<file path="config.mk">
export PLATFORM = sky130hd
export DESIGN_NAME = id_stage_pipelined
export DESIGN_NICKNAME = d
export VERILOG_FILES = /design/src/rtl/id_stage_pipelined.sv
export SDC_FILE = /design/constraint.sdc
export NUM_CORES = 1
export LEC_CHECK = 0
export CAP_MARGIN = 20
export CORE_MARGIN = 2
export CORE_UTILIZATION = 45
export DETAILED_ROUTE_END_ITERATION = 10
export GPL_TIMING_DRIVEN = 0
export HOLD_SLACK_MARGIN = 0.02
export PLACE_DENSITY = 0.76
export SLEW_MARGIN = 20
export SYNTH_ARGS = -nofsm -noshare
export SYNTH_HDL_FRONTEND = slang
export SYNTH_SLANG_ARGS = --single-unit
export TNS_END_PERCENT = 5
</file>
<file path="constraint.sdc">
create_clock -name clk -period 4 [get_ports clk]
set_input_delay 1.2 -clock clk [delete_from_list [all_inputs] [get_ports clk]]
set_output_delay 1.2 -clock clk [all_outputs]
set_load 0.005 [all_outputs]
</file>
<file path="src/rtl/id_stage_pipelined.sv">
// RV32I decode into a registered ID/EX stage with one cycle of latency; load-use hazards insert counted bubbles.
// Backpressure: ex_ready low holds ID/EX and drops id_ready; flush kills ID/EX and refuses the presented instruction.
module id_stage_pipelined #(
  parameter int WORD_BITWIDTH       = 32,
  parameter int REG_NUM_BITWIDTH    = 5,
  parameter int BUBBLE_CNT_BITWIDTH = 16,
  parameter int HAZARD_EN           = 1
) (
  input  logic                           clk,
  input  logic                           rst_n,
  input  logic                           if_valid,
  input  logic [WORD_BITWIDTH-1:0]       if_pc,
  input  logic [WORD_BITWIDTH-1:0]       if_instruction,
  output logic                           id_ready,
  input  logic                           flush,
  input  logic                           ex_ready,
  output logic                           ex_valid,
  output logic [WORD_BITWIDTH-1:0]       ex_pc,
  output logic [WORD_BITWIDTH-1:0]       ex_imm,
  output logic [REG_NUM_BITWIDTH-1:0]    ex_rs1,
  output logic [REG_NUM_BITWIDTH-1:0]    ex_rs2,
  output logic [REG_NUM_BITWIDTH-1:0]    ex_rd,
  output logic [6:0]                     ex_opcode,
  output logic [3:0]                     ex_inst_ALU,
  output logic                           ex_branch,
  output logic                           ex_jump,
  output logic                           ex_memRead,
  output logic                           ex_memToReg,
  output logic                           ex_memWrite,
  output logic                           ex_ALUSrc,
  output logic                           ex_regWrite,
  output logic [1:0]                     ex_ALUOp,
  output logic                           ex_illegal,
  output logic [BUBBLE_CNT_BITWIDTH-1:0] bubble_count
);

  localparam logic [6:0] OP_R     = 7'b0110011;
  localparam logic [6:0] OP_LOAD  = 7'b0000011;
  localparam logic [6:0] OP_IMM   = 7'b0010011;
  localparam logic [6:0] OP_JALR  = 7'b1100111;
  localparam logic [6:0] OP_STORE = 7'b0100011;
  localparam logic [6:0] OP_BR    = 7'b1100011;
  localparam logic [6:0] OP_LUI   = 7'b0110111;
  localparam logic [6:0] OP_AUIPC = 7'b0010111;
  localparam logic [6:0] OP_JAL   = 7'b1101111;

  typedef struct packed {
    logic       branch;
    logic       jump;
    logic       mem_read;
    logic       mem_to_reg;
    logic       mem_write;
    logic       alu_src;
    logic       reg_write;
    logic [1:0] alu_op;
    logic       illegal;
  } ctrl_t;

  logic [WORD_BITWIDTH-1:0]    ins;
  logic [6:0]                  dec_opcode;
  logic [REG_NUM_BITWIDTH-1:0] dec_rs1, dec_rs2, dec_rd;
  logic [WORD_BITWIDTH-1:0]    dec_imm;
  ctrl_t                       dec_ctrl;
  ctrl_t                       ex_ctrl;
  logic                        rs1_used, rs2_used;
  logic                        hazard, advance;

  assign ins        = if_instruction;
  assign dec_opcode = ins[6:0];
  assign dec_rd     = ins[7 +: REG_NUM_BITWIDTH];
  assign dec_rs1    = ins[15 +: REG_NUM_BITWIDTH];
  assign dec_rs2    = ins[20 +: REG_NUM_BITWIDTH];

  always_comb begin
    dec_ctrl = '0;
    dec_imm  = '0;
    rs1_used = 1'b0;
    rs2_used = 1'b0;
    case (dec_opcode)
      OP_R: begin
        dec_ctrl.reg_write = 1'b1;
        dec_ctrl.alu_op    = 2'b10;
        rs1_used = 1'b1;
        rs2_used = 1'b1;
      end
      OP_LOAD: begin
        dec_ctrl.mem_read   = 1'b1;
        dec_ctrl.mem_to_reg = 1'b1;
        dec_ctrl.alu_src    = 1'b1;
        dec_ctrl.reg_write  = 1'b1;
        dec_imm  = {{20{ins[31]}}, ins[31:20]};
        rs1_used = 1'b1;
      end
      OP_IMM: begin
        dec_ctrl.alu_src   = 1'b1;
        dec_ctrl.reg_write = 1'b1;
        dec_ctrl.alu_op    = 2'b11;
        dec_imm  = {{20{ins[31]}}, ins[31:20]};
        rs1_used = 1'b1;
      end
      OP_JALR: begin
        dec_ctrl.jump      = 1'b1;
        dec_ctrl.reg_write = 1'b1;
        dec_ctrl.alu_src   = 1'b1;
        dec_imm  = {{20{ins[31]}}, ins[31:20]};
        rs1_used = 1'b1;
      end
      OP_STORE: begin
        dec_ctrl.mem_write = 1'b1;
        dec_ctrl.alu_src   = 1'b1;
        dec_imm  = {{20{ins[31]}}, ins[31:25], ins[11:7]};
        rs1_used = 1'b1;
        rs2_used = 1'b1;
      end
      OP_BR: begin
        dec_ctrl.branch = 1'b1;
        dec_ctrl.alu_op = 2'b01;
        dec_imm  = {{20{ins[31]}}, ins[7], ins[30:25], ins[11:8], 1'b0};
        rs1_used = 1'b1;
        rs2_used = 1'b1;
      end
      OP_LUI, OP_AUIPC: begin
        dec_ctrl.alu_src   = 1'b1;
        dec_ctrl.reg_write = 1'b1;
        dec_imm = {ins[31:12], 12'b0};
      end
      OP_JAL: begin
        dec_ctrl.jump      = 1'b1;
        dec_ctrl.reg_write = 1'b1;
        dec_imm = {{12{ins[31]}}, ins[19:12], ins[20], ins[30:21], 1'b0};
      end
      default: dec_ctrl.illegal = 1'b1;
    endcase
  end

  // Only a load still sitting in ID/EX can be too late to forward from.
  assign hazard = (HAZARD_EN != 0) && ex_valid && ex_ctrl.mem_read && (ex_rd != '0) &&
                  ((rs1_used && (ex_rd == dec_rs1)) || (rs2_used && (ex_rd == dec_rs2))) &&
                  if_valid;
  assign advance  = !ex_valid || ex_ready;
  assign id_ready = advance && !hazard && !flush;

  always_ff @(posedge clk or negedge rst_n) begin
    if (!rst_n) begin
      ex_valid     <= 1'b0;
      ex_pc        <= '0;
      ex_imm       <= '0;
      ex_rs1       <= '0;
      ex_rs2       <= '0;
      ex_rd        <= '0;
      ex_opcode    <= '0;
      ex_inst_ALU  <= '0;
      ex_ctrl      <= '0;
      bubble_count <= '0;
    end else if (flush) begin
      ex_valid <= 1'b0;
    end else if (advance) begin
      if (hazard) begin
        ex_valid <= 1'b0;
        if (bubble_count != '1)
          bubble_count <= bubble_count + BUBBLE_CNT_BITWIDTH'(1);
      end else begin
        ex_valid <= if_valid;
        if (if_valid) begin
          ex_pc       <= if_pc;
          ex_imm      <= dec_imm;
          ex_rs1      <= dec_rs1;
          ex_rs2      <= dec_rs2;
          ex_rd       <= dec_rd;
          ex_opcode   <= dec_opcode;
          ex_inst_ALU <= {ins[30], ins[14:12]};
          ex_ctrl     <= dec_ctrl;
        end
      end
    end
  end

  assign ex_branch   = ex_ctrl.branch;
  assign ex_jump     = ex_ctrl.jump;
  assign ex_memRead  = ex_ctrl.mem_read;
  assign ex_memToReg = ex_ctrl.mem_to_reg;
  assign ex_memWrite = ex_ctrl.mem_write;
  assign ex_ALUSrc   = ex_ctrl.alu_src;
  assign ex_regWrite = ex_ctrl.reg_write;
  assign ex_ALUOp    = ex_ctrl.alu_op;
  assign ex_illegal  = ex_ctrl.illegal;

endmodule

</file>
==> results of run 1 <==
## Yosys cell counts, types with 3 or more instances
master,instances
nand2_1,149
dfrtp_1,116
a2bb2oi_1,62
o21ai_0,38
nor2_1,36
o21ai_1,32
clkbuf_1,29
a21oi_1,27
o2bb2ai_1,25
xnor2_1,18
a211oi_1,14
buf_6,13
nand3_1,13
nand4_1,13
buf_4,11
nor3_1,10
a31oi_1,9
buf_2,8
a41o_1,7
xor2_1,6
a221oi_1,5
and3_1,5
buf_1,5
nand2b_1,5
inv_1,4
and2_1,3
nor4_1,3
o41ai_1,3
## where the power goes
part	total (µW)	internal (µW)	switching [µW]
Combinational	671	388	283
Clock	1620	1090	539
Sequential	1430	1310	126
Total	3730	2780	948
## cell families (layout without fill, tap and decap cells)
kind of cell,count (synthesis),after routing,share of synthesized area
other,0,1,0
AOI/OAI and AO/OA,241,241,0.2679
muxes,3,3,0.005069
xor gates and xnor gates,24,24,0.03275
and+or+nand+nor,251,251,0.1759
DFF,116,116,0.4523
adders and majority gates,1,1,0.001949
buffers and inverters,70,292,0.06414
## final cells by class
class	count	area (µm²)
fill	1154	4669
multi-input combinational	520	3154
sequential	116	2903
timing repair buffer	190	1881
clock buffer	22	474.2
buffer	66	404.1
tap	180	225.2
clock inverter	10	152.6
inverter	4	15.01
antenna	1	2.502
## state kept, by name (all words and copies together) (netlist names), 2 cells and up
register / cells
bubble_count: 16
ex_ALUOp: 2
ex_imm: 32
ex_inst_ALU: 4
ex_opcode: 7
ex_pc: 32
ex_rd: 5
ex_rs1: 5
ex_rs2: 5
## routing by layer
layer	GRT usage	share of wire	wire length, µm	up-vias
li1	-	-	-	2995
met1	0.3986	0.43	9386	3156
met2	0.4440	0.45	9885	336
met3	0.05673	0.085	1848	57
met4	0.1193	0.031	667	0
met5	0	0	0	-
## repair_timing
action,in CTS,in global routing
buffers inserted,4,1
pin swaps,5,2
gates resized for setup,28,6
endpoints found under the setup margin,1,1
## critical path: stages
cell	delay, ns
dlygate4sd2_1	0.30
buf_6	0.17
a21boi_1	0.14
nand4_1	0.13
o22a_1	0.25
buf_6	0.12
nor2_2	0.10
buf_6	0.11
a211oi_2	0.06
buf_2	0.15
## placed cells by master, fill, tap and decap left out, drive strengths merged, types with 3 or more instances in the layout
| master | synthesis | routed |
|---|---|---|
| a211oi | 14 | 14 |
| a21oi | 27 | 27 |
| a221oi | 5 | 5 |
| a2bb2oi | 62 | 62 |
| a31oi | 9 | 9 |
| a41o | 7 | 7 |
| and2 | 3 | 3 |
| and3 | 5 | 5 |
| buf | 37 | 45 |
| bufinv | 0 | 4 |
| clkbuf | 29 | 53 |
| clkdlybuf4s50 | 0 | 167 |
| clkinv | 0 | 5 |
| dfrtp | 116 | 116 |
| dlygate4sd2 | 0 | 12 |
| inv | 4 | 4 |
| nand2 | 150 | 150 |
| nand2b | 5 | 5 |
| nand3 | 15 | 15 |
| nand4 | 13 | 13 |
| nor2 | 36 | 36 |
| nor3 | 10 | 10 |
| nor4 | 4 | 4 |
| o21ai | 70 | 70 |
| o22ai | 3 | 3 |
| o2bb2ai | 25 | 25 |
| o41ai | 3 | 3 |
| xnor2 | 18 | 18 |
| xor2 | 6 | 6 |
## through the flow
stage	hold slack [ns]	area, µm²	power (µW)	TNS (ns)	utilization
after floorplan	0.4844	6417	1646	0	-
after global placement	0.4887	8484	2091	-344.69	0.6112
after detailed placement	0.4868	8513	2105	-0.8353	0.6133
after CTS	0.5018	9198	3731	0	0.6626
after global routing	0.5447	9211	3863	0	0.6636
final	0.5010	9211	3727	0	0.6636
## final timing paths
check                                  start               end  slack, ns  depth (start not counted)
max                        if_instruction[6]          id_ready       0.07                         10
min                         bubble_count[15]  bubble_count[15]       0.50                          1
max reg2reg                         ex_rd[0]        ex_imm[30]       1.57                          8
min reg2reg                 bubble_count[15]  bubble_count[15]       0.50                          1
max in group asynchronous              rst_n    ex_inst_ALU[0]       2.56                          2
min in group asynchronous              rst_n          ex_pc[2]       0.74                          1
==> run_results.csv, run 1 <==
group,metric,value,unit
flow_run,drv_cap,0,
yosys,seq_area_frac_synth,0.4523,
clock_network,cts_tree,"built",
yosys,ys_ff_latch,116,
finish,drive_gt1_frac,0.1024,
yosys,synth_fp_nets,776,
placement,port_buffers,184,
clock_network,cts_root_buffer,"clkbuf_16",
grt,track_usage,0.2887,
clock_network,clk_pin_slew,0.05,ns
yosys,synth_edf_count,0,
placement,dpl.cell_count,1071,
grt,antenna_found_initial,1,
run_status,status,"finished, final reports clean",
grt,grt_pass1_vias,6167,
clock_network,cts_buffer_depth,2,
timing,setup_viol,0,
floorplanning,rows,43,
grt,grt_overflow,0,
yosys,syn_area,6417,µm²
clock_network,cts_made_buffers,17,
finish,nNetsFinal,985,
yosys,synth_top_area_share,0.4523,
floorplanning,initial_utilization,0.4623,
setup_path,cp.required,2.80,ns
yosys,synth_area_leaders,"dfrtp_1 (45%), nand2_1 (8.7%), a2bb2oi_1 (8.5%)",
timing,worst_slew_pin_slew,0.7641,ns
finish,finalNonFillerCells,1109,
detailed_routing,vias,6544,
setup_path,path_class,"primary input to output port",
yosys,synthFlopType,"dfrtp_1",
timing,drv_slew,0,
detailed_routing,wirelength,21.79,mm
placement,post-place-ws,-0.8353,ns
setup_path,endpoint_kind,"output port",
timing,rsz0062_at_grt,"no",
clock_network,htreeDepth,4,
grt,grt_pass1_wl,33.50,mm
detailed_routing,drtIter0Drc,559,
grt,grt_max_degree,61,
floorplanning,dieArea,15230,µm²
power,power_density,404.6,nW/µm²
floorplanning,ios,187,
timing,setup_ws,0.07370,ns
yosys,synth_cells,706,
timing,hold_viol_final,0,
timing,finalCritPeriodShare,0.9816,
yosys,ys_warn_count,0,
placement,hpwl,15.43,mm
clock_network,clock_sinks,116,
detailed_routing,drc,0,
placement,place.gp.congestion,0.9378,
floorplanning,die_w,123.4,µm
clock_network,worstSkewPairLatency,0.42,ns
hold_path,min_path_type,"register to register",
setup_path,crit_path_start_kind,"primary input",
detailed_routing,viasPerCell,5.901,
detailed_routing,ant_nets,0,
floorplanning,die-height,123.4,µm
timing,fmax,254.7,MHz
power,ir_drop,0.0002555,V
finish,area_delta_synth_final,43.54,%
yosys,yosysTopAreaCell,"dfrtp_1",
detailed_routing,dr.pass1.iters,5,
setup_path,crit_arrival,2.73,ns
power,p_leak,0.003648,µW
clock_network,postCtsHoldBufs,0,
floorplanning,core_area,13880,µm²
yosys,yosysUniqueCellTypes,58,
detailed_routing,wire_per_inst,19.65,µm
yosys,avgSynthCellArea,9.090,µm²
timing,maxSlewHeadroom,0.4864,
timing,min_period,3.926,ns
timing,skew,0.005959,ns
setup_path,path_max_fanout,10,
yosys,synth-async-reset-ratio,1.000,
No activity file was read; power rests on OpenSTA's default activity.
==> run 2: changes to the inputs <==
--- a/config.mk
+++ b/config.mk
@@ -8,10 +8,12 @@
 export CAP_MARGIN = 20
 export CORE_MARGIN = 2
 export CORE_UTILIZATION = 45
+export CTS_BUF_LIST = sky130_fd_sc_hd__clkbuf_2
 export DETAILED_ROUTE_END_ITERATION = 10
 export GPL_TIMING_DRIVEN = 0
 export HOLD_SLACK_MARGIN = 0.02
 export PLACE_DENSITY = 0.76
+export REMOVE_ABC_BUFFERS = 1
 export SLEW_MARGIN = 20
 export SYNTH_ARGS = -nofsm -noshare
 export SYNTH_HDL_FRONTEND = slang
==> run 2 against run 1 <==
Clock skew is 0.022 ns higher; die area stayed put; critical path depth fell by 1; hold slack lost 0.016 ns; global-route usage down 0.90 points; via count decreased by 2.6%; sequential power about the same; design area shrank 2.6%; clock-buffer cell count shrank 5; sequential cell count did not move; non-clock buffer count down 41; critical endpoint unchanged.
==> run_results.csv, run 2 (synthesis gave the netlist of run 1 again) <==
group,metric,value,unit
clock_network,cts_tree,"built",
setup_path,path_class,"primary input to output port",
floorplanning,ios,187,
floorplanning,die_w,123.4,µm
placement,dpl.cell_count,1018,
grt,track_usage,0.2798,
power,p_leak,0.003517,µW
hold_path,min_path_type,"primary input to asynchronous set/reset pin",
setup_path,path_max_fanout,3,
finish,nFillCells,1128,
floorplanning,dieArea,15230,µm²
finish,nNetsFinal,945,
grt,grt_pass1_vias,6257,
finish,area_delta_synth_final,39.75,%
floorplanning,rows,43,
run_status,status,"finished, final reports clean",
grt,grt.met3_usage,0.07980,
clock_network,htreeDepth,4,
detailed_routing,vias,6375,
timing,drv_slew,0,
detailed_routing,wire_per_inst,19.48,µm
clock_network,clock_sinks,116,
detailed_routing,dr.pass1.iters,5,
setup_path,crit_path_start_kind,"primary input",
finish,finalNonFillerCells,1070,
flow_run,drv_cap,0,
timing,setup_ws,0.1305,ns
timing,rsz0062_at_grt,"no",
finish,final_common_cell,"clkdlybuf4s50_1",
grt,antenna_found_initial,2,
timing,setup_viol,0,
clock_network,cts_made_buffers,17,
power,ir_drop,0.0001874,V
setup_path,endpoint_kind,"output port",
timing,skew,0.02803,ns
detailed_routing,viasPerCell,5.958,
grt,grt_max_degree,67,
finish,top_regs,"ex_imm: 32 flops, ex_pc: 32 flops, bubble_count: 16 flops",
floorplanning,initial_utilization,0.4623,
timing,whs,0.4851,ns
setup_path,cp.required,2.80,ns
finish,drive_gt1_frac,0.1149,
finish,mostFrequentLayoutCells,"clkdlybuf4s50_1 (167), nand2_1 (149), dfrtp_1 (113)",
timing,min_period,3.870,ns
placement,post-place-ws,-1.619,ns
placement,hpwl,13.23,mm
detailed_routing,drtIter0Drc,498,
grt,grt_pass1_wl,32.95,mm
clock_network,cts_buffer_depth,2,
placement,place.gp.congestion,0.8312,
clock_network,cts_root_buffer,"clkbuf_2",
timing,finalCritPeriodShare,0.9674,
timing,fmax,258.4,MHz
clock_network,clk_pin_slew,0.18,ns
timing,hold_viol_final,0,
grt,grt_overflow,0,
timing,worst_slew_pin_slew,0.9109,ns
floorplanning,die-height,123.4,µm
detailed_routing,drc,0,
grt,grt.busiest_layer,"met2",
detailed_routing,ant_nets,0,
floorplanning,core_area,13880,µm²
clock_network,worstSkewPairLatency,0.69,ns
detailed_routing,wirelength,20.84,mm
timing,maxSlewHeadroom,0.3877,
grt,grt_use_met1,0.3612,
placement,port_buffers,186,
power,power_density,330.2,nW/µm²
grt,grt_use_met2,0.4492,
setup_path,crit_arrival,2.67,ns
[run 2: changes by cell type in the layout (fill, tap and decap cells not counted), moves of 5 or more]
cell             before  now
buf_1                 5    0
buf_16                1    9
buf_2                 9    4
buf_6                16    1
clkbuf_1             31    0
clkbuf_16            17    0
clkbuf_2              2   20
clkdlybuf4s15_2       0    5
clkinv_1              0    7
dlygate4sd2_1        12    5
[run 2: path summary, 6_finish.rpt]
kind                                     from          endpoint  slack [ns]  cells past startpoint
max in group asynchronous               rst_n          ex_pc[7]        2.82                      2
min in group clk             bubble_count[15]  bubble_count[15]        0.52                      1
max reg2reg                          ex_rd[1]         ex_imm[9]        1.04                      8
min reg2reg                  bubble_count[15]  bubble_count[15]        0.52                      1
max                        if_instruction[16]          id_ready        0.13                      9
min                                     rst_n         ex_imm[2]        0.49                      1
[run 2: area by class of cell]
cell class / count / area [µm²] / area share
Multi-Input combinational cell: 521 / 3244 / 0.3617
Sequential cell: 116 / 2907 / 0.3241
Timing Repair Buffer: 215 / 2318 / 0.2585
Tap cell: 180 / 225.2 / 0.02511
Clock inverter: 15 / 168.9 / 0.01883
Clock buffer: 17 / 85.08 / 0.009487
Inverter: 4 / 15.01 / 0.001674
Antenna cell: 2 / 5.005 / 0.0005580
[run 2: repair_timing]
| item | CTS | global route |
|---|---|---|
| hold buffers | 0 | 0 |
| setup endpoints to repair | 1 | 1 |
| resized for setup | 61 | 7 |
| gates cloned | 4 | 0 |
| pin swaps | 14 | 9 |
| buffers inserted | 10 | 4 |
[run 2: metrics by stage]
step                      area (µm²)  TNS [ns]    util  total power (µW)
after global routing            8969         0  0.6461              3118
after CTS                       8942         0  0.6442              2963
final                           8969         0  0.6461              2961
after global placement          8108   -793.03  0.5841              2072
after detailed placement        8466    -5.542  0.6099              2108
after floorplan                 6021   -138.37       -              1638
[run 2: critical path, stage by stage]
cell and delay (ns):
dlygate4sd2_1 0.29, xnor2_2 0.20, o2111ai_4 0.15, o22a_4 0.26
buf_16 0.13, nor2_4 0.12, buf_16 0.13, a211oi_2 0.06
clkbuf_2 0.12
[run 2: power by group]
group | internal, µW | switching (µW) | leakage, µW | total (µW)
Combinational | 406 | 283 | 0.00190 | 689
Clock | 393 | 453 | 0.000150 | 846
Sequential | 1300 | 123 | 0.00146 | 1430
[run 2: metal layers]
metal,share of wire,vias to the layer above
li1,-,2914
met4,0.018,0
met5,0,-
met2,0.48,253
met1,0.42,3175
met3,0.081,33
